[config.mk]
export PLATFORM = sky130hd
export DESIGN_NAME = pattern_tx
export DESIGN_NICKNAME = d
export VERILOG_FILES = /design/src/rtl/pattern_tx.sv
export SDC_FILE = /design/constraint.sdc
export NUM_CORES = 1
export LEC_CHECK = 0
export ABC_AREA = 1
export CORE_MARGIN = 2
export CORE_UTILIZATION = 52
export CTS_CLUSTER_SIZE = 14
export DETAILED_ROUTE_END_ITERATION = 7
export PLACE_DENSITY = 0.79
export SYNTH_ARGS = -nofsm -noshare
export SYNTH_HDL_FRONTEND = slang
export SYNTH_SLANG_ARGS = --single-unit
[constraint.sdc]
create_clock -name clk -period 2.1 [get_ports clk]
set_input_delay 0.42 -clock clk [delete_from_list [all_inputs] [get_ports clk]]
set_output_delay 0.42 -clock clk [all_outputs]
set_load 0.02 [all_outputs]
[src/rtl/pattern_tx.sv]
// Serial pattern transmitter: sends len bits of data MSB-first, then a one-cycle GAP with a done pulse.
// Define PATTERN_TX_PARITY_EN to insert an even-parity bit between the last data bit and GAP.
module pattern_tx #(
  parameter int WIDTH = 8
) (
  input  logic             clk,
  input  logic             rst,
  input  logic             start,
  input  logic [WIDTH-1:0] data,
  input  logic [3:0]       len,
  output logic             out,
  output logic             busy,
  output logic             done
);

  localparam int SW = (WIDTH < 2) ? 1 : $clog2(WIDTH + 1);

`ifdef PATTERN_TX_PARITY_EN
  typedef enum logic [1:0] {IDLE = 2'd0, SEND = 2'd1, PARITY = 2'd2, GAP = 2'd3} state_t;
`else
  typedef enum logic [1:0] {IDLE = 2'd0, SEND = 2'd1, GAP = 2'd3} state_t;
`endif

  state_t           state_reg, state_next;
  logic [WIDTH-1:0] shift_reg, shift_next;
  logic [3:0]       cnt_reg, cnt_next;
  logic             out_reg, out_next;
  logic             busy_reg, busy_next;
  logic             done_reg, done_next;
`ifdef PATTERN_TX_PARITY_EN
  logic             parity_reg, parity_next;
`endif

  logic [3:0]       len_clamped;
  logic [SW-1:0]    shift_amt;

  // Left-align the captured pattern so the bit to transmit is always at the MSB.
  always_comb begin
    if (int'(len) > WIDTH) len_clamped = 4'(WIDTH);
    else                   len_clamped = len;
    shift_amt = SW'(WIDTH) - SW'(len_clamped);
  end

  always_ff @(posedge clk) begin
    if (rst) begin
      state_reg  <= IDLE;
      shift_reg  <= '0;
      cnt_reg    <= '0;
      out_reg    <= 1'b0;
      busy_reg   <= 1'b0;
      done_reg   <= 1'b0;
`ifdef PATTERN_TX_PARITY_EN
      parity_reg <= 1'b0;
`endif
    end else begin
      state_reg  <= state_next;
      shift_reg  <= shift_next;
      cnt_reg    <= cnt_next;
      out_reg    <= out_next;
      busy_reg   <= busy_next;
      done_reg   <= done_next;
`ifdef PATTERN_TX_PARITY_EN
      parity_reg <= parity_next;
`endif
    end
  end

  // Outputs are computed for the state being entered, then registered alongside it.
  always_comb begin
    state_next  = state_reg;
    shift_next  = shift_reg;
    cnt_next    = cnt_reg;
    out_next    = 1'b0;
    busy_next   = 1'b0;
    done_next   = 1'b0;
`ifdef PATTERN_TX_PARITY_EN
    parity_next = parity_reg;
`endif
    case (state_reg)
      IDLE: begin
        if (start && (len_clamped != 4'd0)) begin
          shift_next  = data << shift_amt;
          cnt_next    = len_clamped - 4'd1;
          out_next    = shift_next[WIDTH-1];
          busy_next   = 1'b1;
`ifdef PATTERN_TX_PARITY_EN
          // Bits above len-1 were shifted out, so this is the parity of the sent bits only.
          parity_next = ^shift_next;
`endif
          state_next  = SEND;
        end
      end
      SEND: begin
        busy_next = 1'b1;
        if (cnt_reg == 4'd0) begin
`ifdef PATTERN_TX_PARITY_EN
          out_next   = parity_reg;
          state_next = PARITY;
`else
          done_next  = 1'b1;
          state_next = GAP;
`endif
        end else begin
          shift_next = shift_reg << 1;
          cnt_next   = cnt_reg - 4'd1;
          out_next   = shift_next[WIDTH-1];
        end
      end
`ifdef PATTERN_TX_PARITY_EN
      PARITY: begin
        busy_next  = 1'b1;
        done_next  = 1'b1;
        state_next = GAP;
      end
`endif
      GAP: begin
        state_next = IDLE;
      end
      default: begin
        state_next = IDLE;
      end
    endcase
  end

  assign out  = out_reg;
  assign busy = busy_reg;
  assign done = done_reg;

endmodule
# After elaboration in Yosys (flattened, before gate mapping)
# Index checks and enable logic that the tools add are counted.
# word_totals
regBits	16
elab_cells	40
# classes
shift	1
bitwise_logic	1
addsub	3
n_lt_le_gt_ge	1
reduce_logical	8
n_mux	16
n_eq_ne	4
# op_table
operator	count
7-bit two-way mux	2
7-bit case mux with 2 select lines	1
4-bit two-way mux	3
4-bit case mux with 2 select lines	1
8-bit by 4-bit << shifter with 8-bit output	1
4-bit by 1-bit subtractor with 4-bit output, second input constant	2
2-bit inequality test, second input constant	3
4-bit > comparator, second input constant	1
4-bit zero test	1
1-bit two-way mux	4
2-bit two-way mux	2
1-bit case mux with 2 select lines	2
2-bit case mux with 2 select lines	1
4-bit nonzero test	1
4-bit subtractor, first input constant	1
3-bit AND reduction	1
2-bit by 1-bit == test with 1-bit output, second input constant	1
2-bit zero test	1
2-bit AND reduction	1
2-bit nonzero test	1
2-bit OR reduction	1
1-bit logical AND	1
1-bit NOT	1

# Depth between registers and ports, before layout
# Gate-level depths: netlist of the first run.
# depth
depth_word	6
depth_mapped	12

# Worst setup path before layout of the first run
# Ideal clock, no wire load.
# synth_path
kind	input port to flip-flop
from	input port len[3]
to	register shift_reg[6]
t_arrival_ns	1.665
path_slack_ns	0.367
required_time_ns	2.032
cell_stages	11
cell_sequence	inv_4 > nand2_4 > buf_6 > ha_1 > inv_1 > nand3_1 > nand2_1 > nand2_1 > nand2_1 > nand2_1 > a21oi_2
# synth_between
elab_chain_len	6
word_cells_on_any_way	10
# synth_rtl
item	line_no	text
from (decl)	10	input logic [3:0] len,
4-bit > comparator	39	if (int'(len) > WIDTH) len_clamped = 4'(WIDTH);
4-bit two-way mux *	39	
4-bit subtractor / 4-bit nonzero test (equally long branches)	41, 81	
8-bit by 4-bit << shifter with 8-bit output / 1-bit logical AND (equally long branches)	82, 81	
7-bit two-way mux / 2-bit inequality test (equally long branches)	--	
7-bit case mux with 2 select lines / 3-bit AND reduction (equally long branches)	--	
to (signal assigned)	57	shift_reg <= shift_next;
to (decl)	25	logic [WIDTH-1:0] shift_reg, shift_next;
# Mark *: on every way between the ends. The rest lies on a longest branch, timed or not. The select of a mux whose other input is x is not followed.
# A chain may end at the register's enable or synchronous reset.

# Worst setup path after layout of the first run
# layout_path
from	input port len[0]
to	register shift_reg[6]
# Same word-level chain as after synthesis.

==> results of run 1 <==
==> logic make-up after synthesis <==
kind of cell               after synthesis  share of synthesized area
and+or+nand+nor                         94                      0.423
AOI/OAI and AO/OA                       29                      0.145
buffers and inverters                   28                      0.116
DFF                                     16                      0.286
adders and majority gates                2                     0.0223
xor gates and xnor gates                 1                    0.00781
==> final cells by class <==
| type | instances | area [µm²] | area share |
|---|---|---|---|
| tap | 27 | 33.8 | 0.0247 |
| inverter | 24 | 92.6 | 0.0676 |
| timing repair buffer | 25 | 230 | 0.168 |
| multi-input combinational | 126 | 671 | 0.489 |
| clock buffer | 3 | 22.5 | 0.0164 |
| sequential | 16 | 320 | 0.234 |
==> worst register-to-register path, delay by kind of cell, from the launching register on <==
kind                   cells  cell delay (ns)
buffers and inverters      2             0.24
and+or+nand+nor            6             0.56
DFF                        1             0.38
AOI/OAI and AO/OA          1             0.12
==> placed cells by master (no fill, tap or decap), drive strengths merged <==
cell           netlist  layout
buf                  3       8
and2                 1       1
nor3                 2       2
clkbuf               1       3
o211ai               1       1
nand4                1       1
dfxtp               16      16
clkdlybuf4s50        0      17
xor2                 1       1
nand2               50      50
o21ai               11      11
nor2b                1       1
nor2                10      10
inv                 24      24
ha                   2       2
nand3               29      29
a21oi               17      17
==> per-stage QoR <==
step,worst slack (ns),total power [mW]
floorplan,0.367,0.631
global placement,0.0175,0.717
detailed placement,-0.0220,0.728
CTS,0.278,0.882
global route,0.117,0.953
finish,0.256,0.877
==> per-layer routing <==
layer	vias to the layer above	wire length [µm]	global-route usage
met1	500	1250	0.316
li1	599	-	-
met3	2	94	0.0655
met2	24	1110	0.368
met4	0	14	0.0495
met5	-	0	0
==> cells in the mapped netlist, types with 2 or more instances <==
library cell  number  share of area
inv_2              4          0.013
nand2_2            6          0.033
nand2_1           41           0.14
ha_1               2          0.022
nand3_1           24           0.11
nand2_4            3          0.030
nand3_2            5          0.045
a21oi_2            2          0.016
o21ai_2            2          0.016
dfxtp_1           16           0.29
inv_1             19          0.064
a21oi_1           15          0.067
nor2_1             8          0.027
o21ai_0            8          0.036
buf_6              3          0.030
nor3_1             2         0.0089
==> path summary, 6_finish.rpt <==
path / depth (start not counted) / slack, ns / start / to
worst max-delay path: 10 / 0.26 / len[0] / shift_reg[6]
worst min-delay path: 2 / 0.48 / shift_reg[0] / shift_reg[0]
worst max register to register: 9 / 0.69 / state_reg[0] / shift_reg[3]
worst min register to register: 2 / 0.48 / shift_reg[0] / shift_reg[0]
==> power groups by stage <==
stage	sequential, mW	combinational, mW	clock, mW
after floorplan	0.377	0.254	0
after global placement	0.375	0.342	0
after detailed placement	0.376	0.352	0
after CTS	0.369	0.353	0.160
after global routing	0.376	0.405	0.172
final	0.370	0.353	0.154
==> out/summary.txt, run 1 <==
Syn Std Cell Area = 1120 µm²
Most frequent CP cell = nand2_1
Pin count of the biggest net entering global routing = 15
Via-per-instance ratio = 5.09
Synth Register Bits = 16
IO buf count = 17
Non-filler cells in the finished layout = 221
Die area = 2540 µm²
Setup repair after global routing missed its margin = no
HP Class = register to register
Worst-Skew Late Latency = 0.28 ns
Layout Utilization = 0.684
Crit-path slowest cell = clkdlybuf4s50_1
Vias in the first global route = 1088
Final period demand of the worst path = 1.84 ns
Relative slew margins = 0.823
Clock group share of total power = 0.176
Max incr delay on CP = 0.56 ns
Fin crit share = 0.878
Area growth syn-to-layout = 22.2%
GRT Util Overall = 0.233
Sw power = 321 µW
ANT nets after route = 0
# IOs = 18
Startpoint types = input pin
Share of cells above drive strength 1 = 0.191
Fin nets = 213
Flop pwr share = 0.422
Largest buffer count on any clock path = 2
CP Capture Type = register
Final setup viols = 0
Maxcap violations = 0
Final count of pins violating max slew = 0
Actual slew at the worst max-slew pin = 0.266 ns
First-pass DRT Iterations = 4
Antenna fix cells = 0
Initial Util = 0.560
CTS Buf Count = 3
Comb power frac = 0.402
CTS tree = done
Worst-path fanout max = 8
Run status = complete, no violations
Peak VDD IR = 0.435 mV
First-pass GRT wire length = 4.62 mm
Seq/Total Area, Yosys = 0.286
Distinct cells, synth = 26
DR iter-0 viols = 24
Max Fclk = 542 MHz
Endpoints failing hold = 0
Internal = 556 µW
Worst path arrival time = 2.07 ns
Die W = 50.4 µm
# placed instances = 218
CP bufs+invs = 2
Post-Route WL = 2.47 mm
Fin area = 1370 µm²
Fin Hold WS = 0.479 ns
Dpl cell area = 1350 µm²
Post-Syn Area per Cell = 6.59 µm²
Worst Skew = 0.00677 ns
P_leak = 0.667 nW
CTS Sinks = 16
Cells after Synth = 170
CP cell instances = clkdlybuf4s50_1 -> nand2_4 -> ha_1 -> inv_1 -> nand3_1 -> nand2_1 -> nand2_1 -> nand2_1 -> nand2_1 -> a21oi_2
H-Tree Depth = 1
Initial antenna violation count = 0
DRC Markers = 0
Async S/R FF share, synth = 0
Crit path max-delay family = buffers and inverters
EDFF count, synth = 0
Post-DP HPWL = 1.98 mm
Worst-path clk slew = 0.09 ns
Chip height = 50.4 µm
Cell Rows = 16
Pwr dens = 640 nW/µm²
Critical path class = input pin to register
Max FFs per register = 7
Number of fill cells = 187
Net Sw Frac = 0.366
Avg WL per Cell = 11.2 µm
GP Congestion = 0.892
Synth Warn # = 0
Overflow after GRT = 0
Root Buffer = clkbuf_4
Syn Nets = 187
Fin Setup TNS = 0 ns
Vias = 1125
Setup bufs post-CTS = 0
Hold_buf cts = 0
CP required = 2.33 ns
Post-cts sizing count = 0
Most common flop cell mapped by yosys = dfxtp_1
Total core area = 2000 µm²
No activity file was read; power rests on OpenSTA's default activity.
==> run 2: changes to the inputs <==
--- a/config.mk
+++ b/config.mk
@@ -14,3 +14,4 @@
 export SYNTH_ARGS = -nofsm -noshare
 export SYNTH_HDL_FRONTEND = slang
 export SYNTH_SLANG_ARGS = --single-unit
+export TNS_END_PERCENT = 30
==> results of run 2 <==
Final layout, timing and power as in run 1 (identical DEF).
==> run 3: changes to the inputs <==
--- a/config.mk
+++ b/config.mk
@@ -14,4 +14,4 @@
 export SYNTH_ARGS = -nofsm -noshare
 export SYNTH_HDL_FRONTEND = slang
 export SYNTH_SLANG_ARGS = --single-unit
-export TNS_END_PERCENT = 30
+export TNS_END_PERCENT = 10
==> results of run 3 <==
Final layout, timing and power as in run 1 (identical DEF).
